`src/rtl/ad5681r_spi_tx_if.sv`:
```
// ad5681r_spi_tx_if: frame handshake plus AD5681R pin bundle for the SPI transmitter.
interface ad5681r_spi_tx_if;
   logic [23:0] in_data;
   logic        in_valid;
   logic        in_ready;
   logic        busy;
   logic        done;
   logic        sclk;
   logic        sdo;
   logic        sync_n;
   logic        ldac_n;
   modport master (output in_data, in_valid,
                   input  in_ready, busy, done, sclk, sdo, sync_n, ldac_n);
   modport slave  (input  in_data, in_valid,
                   output in_ready, busy, done, sclk, sdo, sync_n, ldac_n);
endinterface

```
`src/rtl/ad5681r_spi_tx.sv`:
```
// ad5681r_spi_tx: serialises 24-bit AD5681R frames onto SYNC/SCLK/SDIN, then optionally pulses LDAC.
module ad5681r_spi_tx #(
   parameter int CLK_DIV    = 2,
   parameter int SYNC_GAP   = 4,
   parameter int AUTO_LDAC  = 1,
   parameter int LDAC_PULSE = 2
) (
   input logic              clk,
   input logic              rst,
   ad5681r_spi_tx_if.slave  bus
);
   localparam int MAX_A = (CLK_DIV > SYNC_GAP) ? CLK_DIV : SYNC_GAP;
   localparam int MAX_C = (MAX_A > LDAC_PULSE) ? MAX_A : LDAC_PULSE;
   localparam int DW = $clog2(MAX_C + 1);
   localparam logic [DW-1:0] DIV_LD  = DW'(CLK_DIV - 1);
   localparam logic [DW-1:0] GAP_LD  = DW'(SYNC_GAP - 1);
   localparam logic [DW-1:0] LDAC_LD = DW'(LDAC_PULSE - 1);
   typedef enum logic [2:0] {IDLE, LEAD, SHIFT, GAP, LDAC} state_t;
   state_t        state_q, state_d;
   logic [DW-1:0] div_q, div_d;
   logic [4:0]    bit_q, bit_d;
   logic [23:0]   shift_q, shift_d;
   logic          sclk_q, sclk_d, sdo_q, sdo_d;
   logic          sync_n_q, ldac_n_q, ready_q, busy_q, done_q;
   logic          zero;
   assign zero = (div_q == '0);
   always_comb begin
      state_d = state_q;
      div_d   = div_q - DW'(1);
      bit_d   = bit_q;
      shift_d = shift_q;
      sclk_d  = sclk_q;
      sdo_d   = sdo_q;
      case (state_q)
         IDLE: begin
            sclk_d = 1'b1;
            if (bus.in_valid && ready_q) begin
               state_d = LEAD;
               div_d   = DIV_LD;
               bit_d   = '0;
               shift_d = bus.in_data;
               sdo_d   = bus.in_data[23];
            end
         end
         LEAD: if (zero) begin
            state_d = SHIFT;
            div_d   = DIV_LD;
            sclk_d  = 1'b0;
         end
         SHIFT: if (zero) begin
            div_d = DIV_LD;
            // sdo only moves on the rising edge, keeping it stable across the DAC's sampling fall
            if (!sclk_q) begin
               sclk_d  = 1'b1;
               shift_d = {shift_q[22:0], 1'b0};
               sdo_d   = shift_q[22];
            end else if (bit_q == 5'd23) begin
               state_d = GAP;
               div_d   = GAP_LD;
            end else begin
               bit_d  = bit_q + 5'd1;
               sclk_d = 1'b0;
            end
         end
         GAP: if (zero) begin
            state_d = (AUTO_LDAC != 0) ? LDAC : IDLE;
            div_d   = LDAC_LD;
         end
         LDAC: if (zero) state_d = IDLE;
         default: state_d = IDLE;
      endcase
   end
   always_ff @(posedge clk) begin
      if (rst) begin
         state_q  <= IDLE;
         div_q    <= '0;
         bit_q    <= '0;
         shift_q  <= '0;
         sclk_q   <= 1'b1;
         sdo_q    <= 1'b0;
         sync_n_q <= 1'b1;
         ldac_n_q <= 1'b1;
         ready_q  <= 1'b0;
         busy_q   <= 1'b0;
         done_q   <= 1'b0;
      end else begin
         state_q  <= state_d;
         div_q    <= div_d;
         bit_q    <= bit_d;
         shift_q  <= shift_d;
         sclk_q   <= sclk_d;
         sdo_q    <= sdo_d;
         sync_n_q <= !(state_d == LEAD || state_d == SHIFT);
         ldac_n_q <= (state_d != LDAC);
         ready_q  <= (state_d == IDLE);
         busy_q   <= (state_d != IDLE);
         done_q   <= (state_q != IDLE) && (state_d == IDLE);
      end
   end
   assign bus.in_ready = ready_q;
   assign bus.busy     = busy_q;
   assign bus.done     = done_q;
   assign bus.sclk     = sclk_q;
   assign bus.sdo      = sdo_q;
   assign bus.sync_n   = sync_n_q;
   assign bus.ldac_n   = ldac_n_q;
endmodule

```
`src/flat_wrapper.sv`:
```
// flat-port wrapper written by rule: the top's interface ports become plain ports
module ad5681r_spi_tx_flat 
#(
   parameter int CLK_DIV    = 2,
   parameter int SYNC_GAP   = 4,
   parameter int AUTO_LDAC  = 1,
   parameter int LDAC_PULSE = 2
)
  (clk, rst, bus_in_data, bus_in_valid, bus_in_ready, bus_busy, bus_done, bus_sclk, bus_sdo, bus_sync_n, bus_ldac_n);
  ad5681r_spi_tx_if bus_i ();
  input logic clk;
  input logic rst;
  input wire logic [$bits(bus_i.in_data)-1:0] bus_in_data;
  input wire logic [$bits(bus_i.in_valid)-1:0] bus_in_valid;
  output wire logic [$bits(bus_i.in_ready)-1:0] bus_in_ready;
  output wire logic [$bits(bus_i.busy)-1:0] bus_busy;
  output wire logic [$bits(bus_i.done)-1:0] bus_done;
  output wire logic [$bits(bus_i.sclk)-1:0] bus_sclk;
  output wire logic [$bits(bus_i.sdo)-1:0] bus_sdo;
  output wire logic [$bits(bus_i.sync_n)-1:0] bus_sync_n;
  output wire logic [$bits(bus_i.ldac_n)-1:0] bus_ldac_n;
  assign bus_i.in_data = bus_in_data;
  assign bus_i.in_valid = bus_in_valid;
  assign bus_in_ready = bus_i.in_ready;
  assign bus_busy = bus_i.busy;
  assign bus_done = bus_i.done;
  assign bus_sclk = bus_i.sclk;
  assign bus_sdo = bus_i.sdo;
  assign bus_sync_n = bus_i.sync_n;
  assign bus_ldac_n = bus_i.ldac_n;
  ad5681r_spi_tx #(.CLK_DIV(CLK_DIV), .SYNC_GAP(SYNC_GAP), .AUTO_LDAC(AUTO_LDAC), .LDAC_PULSE(LDAC_PULSE)) u_core (.clk(clk), .rst(rst), .bus(bus_i));
endmodule
```
`config.mk`:
```
export PLATFORM = sky130hd
export DESIGN_NAME = ad5681r_spi_tx_flat
export DESIGN_NICKNAME = d
export VERILOG_FILES = /design/src/rtl/ad5681r_spi_tx_if.sv /design/src/rtl/ad5681r_spi_tx.sv /design/src/flat_wrapper.sv
export SDC_FILE = /design/constraint.sdc
export NUM_CORES = 1
export LEC_CHECK = 0
export BUFFER_PORTS_ARGS = -buffer_cell sky130_fd_sc_hd__buf_2
export CAP_MARGIN = 20
export CELL_PAD_IN_SITES_DETAIL_PLACEMENT = 1
export CELL_PAD_IN_SITES_GLOBAL_PLACEMENT = 2
export CORE_MARGIN = 2
export CORE_UTILIZATION = 37
export DETAILED_ROUTE_END_ITERATION = 8
export GPL_ROUTABILITY_DRIVEN = 0
export PLACE_DENSITY_LB_ADDON = 0.1
export RECOVER_POWER = 100
export SYNTH_ARGS = -nofsm -noshare
export SYNTH_HDL_FRONTEND = slang
export SYNTH_SLANG_ARGS = --single-unit
```
`constraint.sdc`:
```
create_clock -name clk -period 2.65 [get_ports clk]
set_input_delay 0.53 -clock clk [delete_from_list [all_inputs] [get_ports clk]]
set_output_delay 0.53 -clock clk [all_outputs]
set_load 0.01 [all_outputs]
```
==> flow_summary.ini, run 1 <==
[cells_and_area]
areaGrowthSynthToFinish_pct = 10.1
final_nets = 264
fill_cells = 650
final_core_util_pct = 41.5
diodes = 0
layout-drive-gt1-share_pct = 22.1

[drt]
totalWireLength_um = 4330
drc = 0
dr_wl_met3_um = 175
drtAntennaViolNets = 0
met2_length_um = 2290
post_drt_wl_per_cell_um = 14.1
drt_iter0_markers = 39
vias_per_cell = 5.15
wl_met1_um = 1810
routed-via-count = 1581
dr.pass1.iters = 4
maxUsedRoutingLayer = met4

[run]
cap_viol_max_count = 0

[die]
coreArea_um2 = 5410
start_util_pct = 37.7
io_pins = 34
dieArea_um2 = 6120
placement_rows = 27
die_x_um = 78.2
die_h_um = 78.2

[synthesis]
async_flop_share_pct = 0
synth-simple-area-share_pct = 17.0
synth_fp_nets = 236
yosys_warnings = 0
ys.flop_type = dfxtp_1
yosys.area.top_type = dfxtp_1
synthMuxAreaShare_pct = 11.8
yosysUniqueCellTypes = 43
synthAdderAreaFrac_pct = 1.84
synthXorXnorAreaFrac_pct = 0.859
synth_compound_area_share_pct = 21.8
netlist_top_cells_area = dfxtp_1, a211oi_2, mux2i_1
synth_top_family_by_area = compound AO/OA/AOI/OAI gates
synth_edf_count = 0
ys_seq_elements = 41
syn_inst = 206
ys_seq_area_share_pct = 40.3
avgSynthCellArea_um2 = 9.89
netlist_area_um2 = 2040
yosys.area.top_type_share_pct = 40.3

[timing]
period_share_pct = 83.4
timing.hold.ws_ns = 0.495
worstMarginPinSlew_ns = 0.583
slew_violations = 0
skew_ns = 0.00242
hold_viol_final = 0
finalSetupViolCount = 0
timing.fmax_mhz = 452
rsz0062_at_grt = no
finalWorstSetupSlack_ns = 0.439
relSlewSlack_pct = 60.6
fin_crit_ns = 2.21
fin_setup_tns_ns = 0

[pwr]
power_mw = 1.47
p_leak_nw = 0.772
pwr_density_cell_nw_per_um2 = 653
ir_drop_mv = 0.190

[clock_network]
cts.clk_slew.worst_paths_ns = 0.07
post_cts_resized = 0
h-tree-depth = 2
cts_hold_buf = 0
cts_tree = done
clk_path_buf_depth = 2
root_buffer = clkbuf_8
post-cts-setup-buffer-count = 0
cts_made_buffers = 5
cts_sinks = 41
insertion_delay_ns = 0.29

[critical_path]
cp.arrival_ns = 2.41
cp_cell_sequence = or2_0 > a21oi_4 > clkbuf_2 > nor2_1 > a211oi_1
crit_fanout = 19
crit_path_top_delay_cell = or2_0
slowest_delay_ns = 0.48
cp_data_required_time_ns = 2.85
critPathKind = reg2reg
endpoint_kind = flop
startpoint_type = flop

[min_path]
hp-class = reg2reg

[global_route]
antenna_found_initial = 0
grt_pass1_vias = 1610
grt_remaining_overflow = 0
track_usage_pct = 15.4
grt_first_pass_wirelength_um = 7440
grt_max_degree = 26

[placement]
hpwl_um = 3190
post-place-ws_ns = 0.547
port_buffers = 33

[outcome]
status = finished clean
==> power breakdown <==
part,total [mW],switching [mW],internal (mW)
clock,0.440,0.205,0.235
sequential,0.720,0.0409,0.679
combinational,0.306,0.177,0.129
total,1.47,0.423,1.04
==> stage by stage <==
step / cell area [um2] / cells
2_1_floorplan: 2040 / 206
3_3_place_gp: 2230 / 299
3_5_place_dp: 2230 / 299
4_1_cts: 2340 / 307
5_1_grt: 2240 / 307
6_report: 2240 / 307
==> final timing paths <==
kind | start | end | slack [ns] | cells after the start
worst min-delay path | u_core.shift_q[0] | u_core.shift_q[0] | 0.50 | 2
worst max-delay path | u_core.state_q[2] | u_core.shift_q[17] | 0.44 | 5
worst min register to register | u_core.shift_q[0] | u_core.shift_q[0] | 0.50 | 2
worst max register to register | u_core.state_q[2] | u_core.shift_q[17] | 0.44 | 5
==> cell usage in the layout, fill, tap and decap left out, types with 2 or more instances in the layout <==
cell / synthesis / routed
buf_2: 2 / 26
ha_1: 3 / 3
nand2_1: 8 / 8
a21oi_1: 12 / 12
nor3_1: 3 / 3
o21ai_0: 6 / 6
buf_4: 4 / 2
dfxtp_1: 41 / 41
o31ai_1: 3 / 3
nor2_1: 29 / 29
clkbuf_8: 0 / 7
or4_1: 2 / 2
nand4_1: 2 / 2
inv_1: 4 / 4
nand3_1: 4 / 4
clkbuf_1: 5 / 7
mux2i_1: 23 / 23
a211oi_2: 20 / 10
a211oi_1: 3 / 13
clkbuf_2: 0 / 2
nand2b_1: 2 / 2
nor2b_1: 3 / 4
==> area by class of cell <==
| type | count | area [um2] | share of cell area [%] |
|---|---|---|---|
| Sequential cell | 41 | 821 | 36.6 |
| Tap cell | 72 | 90.1 | 4.01 |
| Clock buffer | 7 | 96.3 | 4.29 |
| Clock inverter | 1 | 5.00 | 0.223 |
| Multi-Input combinational cell | 145 | 1040 | 46.2 |
| Inverter | 4 | 15.0 | 0.669 |
| Timing Repair Buffer | 37 | 181 | 8.08 |
==> synthesized netlist by cell type (all sizes together), types with 2 or more instances <==
master   n
a21oi   13
nand3    4
buf     11
nor3     3
ha       3
or2      3
inv      4
o31ai    3
clkbuf   5
nand4    2
nand2b   2
nand2    8
mux2i   23
or4      2
nor2b    4
nor3b    2
o21ai    6
dfxtp   41
nor2    29
a211oi  23
==> layer usage <==
| layer | track usage (%) | vias to the layer above |
|---|---|---|
| li1 | - | 795 |
| met1 | 17.2 | 756 |
| met2 | 27.8 | 24 |
| met3 | 4.02 | 6 |
| met4 | 5.96 | 0 |
| met5 | 0 | - |
==> critical path: cells and delay by family, from the launching register on <==
kind / cells / cell delay (ns)
AOI/OAI and AO/OA: 2 / 0.69
buffers and inverters: 1 / 0.42
DFF: 1 / 0.45
and+or+nand+nor: 2 / 0.56
==> logic make-up (layout without fill, tap and decap cells) <==
family / after synthesis / count (layout)
simple gates: 66 / 66
flops: 41 / 41
buf+inv: 20 / 49
fa+ha+maj: 3 / 3
compound gates: 50 / 50
mux: 24 / 24
xor+xnor: 2 / 2
==> flip-flops by register name (all words and copies together), names as in the netlist, 3 cells and up <==
register        cells
u_core.bit_q        5
u_core.shift_q     23
u_core.div_q        3
u_core.state_q      3
Note: power is estimated with default switching activity, not from simulation.
==> inputs of run 2 (changes only) <==
- CORE_UTILIZATION: 37 -> 35
- clock period: 2.65 -> 2.21 ns (I/O delays scaled with it)
==> run 2 against run 1 <==
Maximum frequency up 15%. Non-clock buffer count stayed put. Critical path type unchanged. Total power grew 20%. Via count fell by 0.82%. Global-route usage down 0.50 points. Sequential power rose by 21%. Register-to-register slack got worse by 0.15 ns. Sequential share of layout area down 0.74 points. Final area grew 2.1%.
==> flow_summary.ini, run 2 (synthesized netlist as in run 1, its figures left out) <==
[outcome]
status = finished clean

[pwr]
switchingPower_mw = 0.520
combPwrFrac_pct = 22.4
pwr-share-seq_pct = 49.5
pwr_density_cell_nw_per_um2 = 767
p_leak_nw = 0.780
sw_frac_of_total_pct = 29.6
p_int_mw = 1.24
ir_drop_mv = 0.241
clkPwrFrac_pct = 28.2

[clock_network]
post_cts_resized = 0
cts_tree = done
cts_hold_buf = 0
root_buffer = clkbuf_8
h-tree-depth = 2
cts.clk_slew.worst_paths_ns = 0.08
cts_made_buffers = 5
post-cts-setup-buffer-count = 0
cts_sinks = 41
insertion_delay_ns = 0.29
clk_path_buf_depth = 2

[critical_path]
cp_data_required_time_ns = 2.43
r2r_slack_ns = 0.29
cp.arrival_ns = 2.14
startpoint_type = flop
crit_fanout = 8
critPathKind = reg2reg
crit_path_top_delay_cell = or4_1
slowest_delay_ns = 0.56
cp_cell_sequence = inv_1 > ha_1 > nor2b_4 > a41oi_1 > or4_1 > a21oi_1
endpoint_kind = flop

[cells_and_area]
final_core_util_pct = 41.1
areaGrowthSynthToFinish_pct = 12.4
largest_reg_flops = 23
final_common_cell = dfxtp_1
final_cell_mix = dfxtp_1, nor2_1, buf_2
final_area_um2 = 2290
regMostFlops = u_core.shift_q
final_nets = 264
biggestRegsByFlops = u_core.shift_q (23), u_core.bit_q (5)
diodes = 0
layout-drive-gt1-share_pct = 24.4

[drt]
totalWireLength_um = 4390
routed-via-count = 1568
dr.pass1.iters = 4
drt_iter0_markers = 47
vias_per_cell = 5.12
drc = 0
drtAntennaViolNets = 0
post_drt_wl_per_cell_um = 14.3

[timing]
finalSetupViolCount = 0
worstMarginPinSlew_ns = 0.547
relSlewSlack_pct = 63.1
fin_setup_tns_ns = 0
finalWorstSetupSlack_ns = 0.294
slew_violations = 0
period_share_pct = 86.7
rsz0062_at_grt = no
timing.fmax_mhz = 522
hold_viol_final = 0
skew_ns = 0.00580
fin_crit_ns = 1.92

[die]
start_util_pct = 36.6
io_pins = 34
die_x_um = 80.3
placement_rows = 27
die_h_um = 80.3
dieArea_um2 = 6450
coreArea_um2 = 5570

[placement]
hpwl_um = 3180
port_buffers = 33
post-place-ws_ns = 0.370
placed_area_um2 = 2250

[global_route]
grt_max_degree = 48
antenna_found_initial = 0
grt_remaining_overflow = 0
grt_first_pass_wirelength_um = 7480
track_usage_pct = 14.9
grt_pass1_vias = 1623

[min_path]
hp-class = in2reg

[run]
cap_viol_max_count = 0
## run 2: cell types whose count changed in the layout (fill, tap and decap cells not counted), sizes merged
| cell | previous run | this run |
|---|---|---|
| clkinv | 1 | 0 |
| buf | 28 | 30 |
| clkbuf | 16 | 14 |
## run 2: metal layers
metal  track usage [%]  vias up  part of all wire (%)
li1                  -      795                     -
met1              17.3      744                    42
met2              26.5       22                    53
met3              3.82        7                   3.5
met4              4.75        0                   1.3
met5                 0        -                     0
## run 2: worst paths after layout
path                startpoint                 to  depth (start not counted)
max            u_core.div_q[0]    u_core.bit_q[3]                          6
min reg2reg  u_core.shift_q[0]  u_core.shift_q[0]                          2
min             bus_in_data[0]  u_core.shift_q[0]                          3
max reg2reg    u_core.div_q[0]    u_core.bit_q[3]                          6
## run 2: through the flow
stage / std cells / hold slack, ns / total power, mW
3_3_place_gp: 299 / 0.464 / 1.28
3_5_place_dp: 299 / 0.472 / 1.30
6_report: 306 / 0.426 / 1.76
4_1_cts: 306 / 0.416 / 1.80
2_1_floorplan: 206 / 0.445 / 1.20
5_1_grt: 306 / 0.413 / 1.88
## run 2: layout make-up
cell class / count / area, um2
Fill cell: 669 / 3280
Inverter: 4 / 15.0
Clock buffer: 7 / 86.3
Timing Repair Buffer: 37 / 211
Tap cell: 72 / 90.1
Multi-Input combinational cell: 145 / 1070
Sequential cell: 41 / 821
## run 2: power groups by stage
stage                     logic (mW)  registers [mW]  clock network [mW]
after floorplan                0.332           0.871                   0
after global placement         0.397           0.881                   0
after detailed placement       0.414           0.888                   0
after CTS                      0.416           0.870               0.515
after global routing           0.440           0.881               0.554
final                          0.393           0.869               0.494
## run 2: critical path: cells and delay by family, from the launching register on
kind / cells / cell delay, ns
fa+ha+maj: 1 / 0.21
flops: 1 / 0.30
simple gates: 2 / 0.81
compound gates: 2 / 0.46
buf+inv: 1 / 0.08
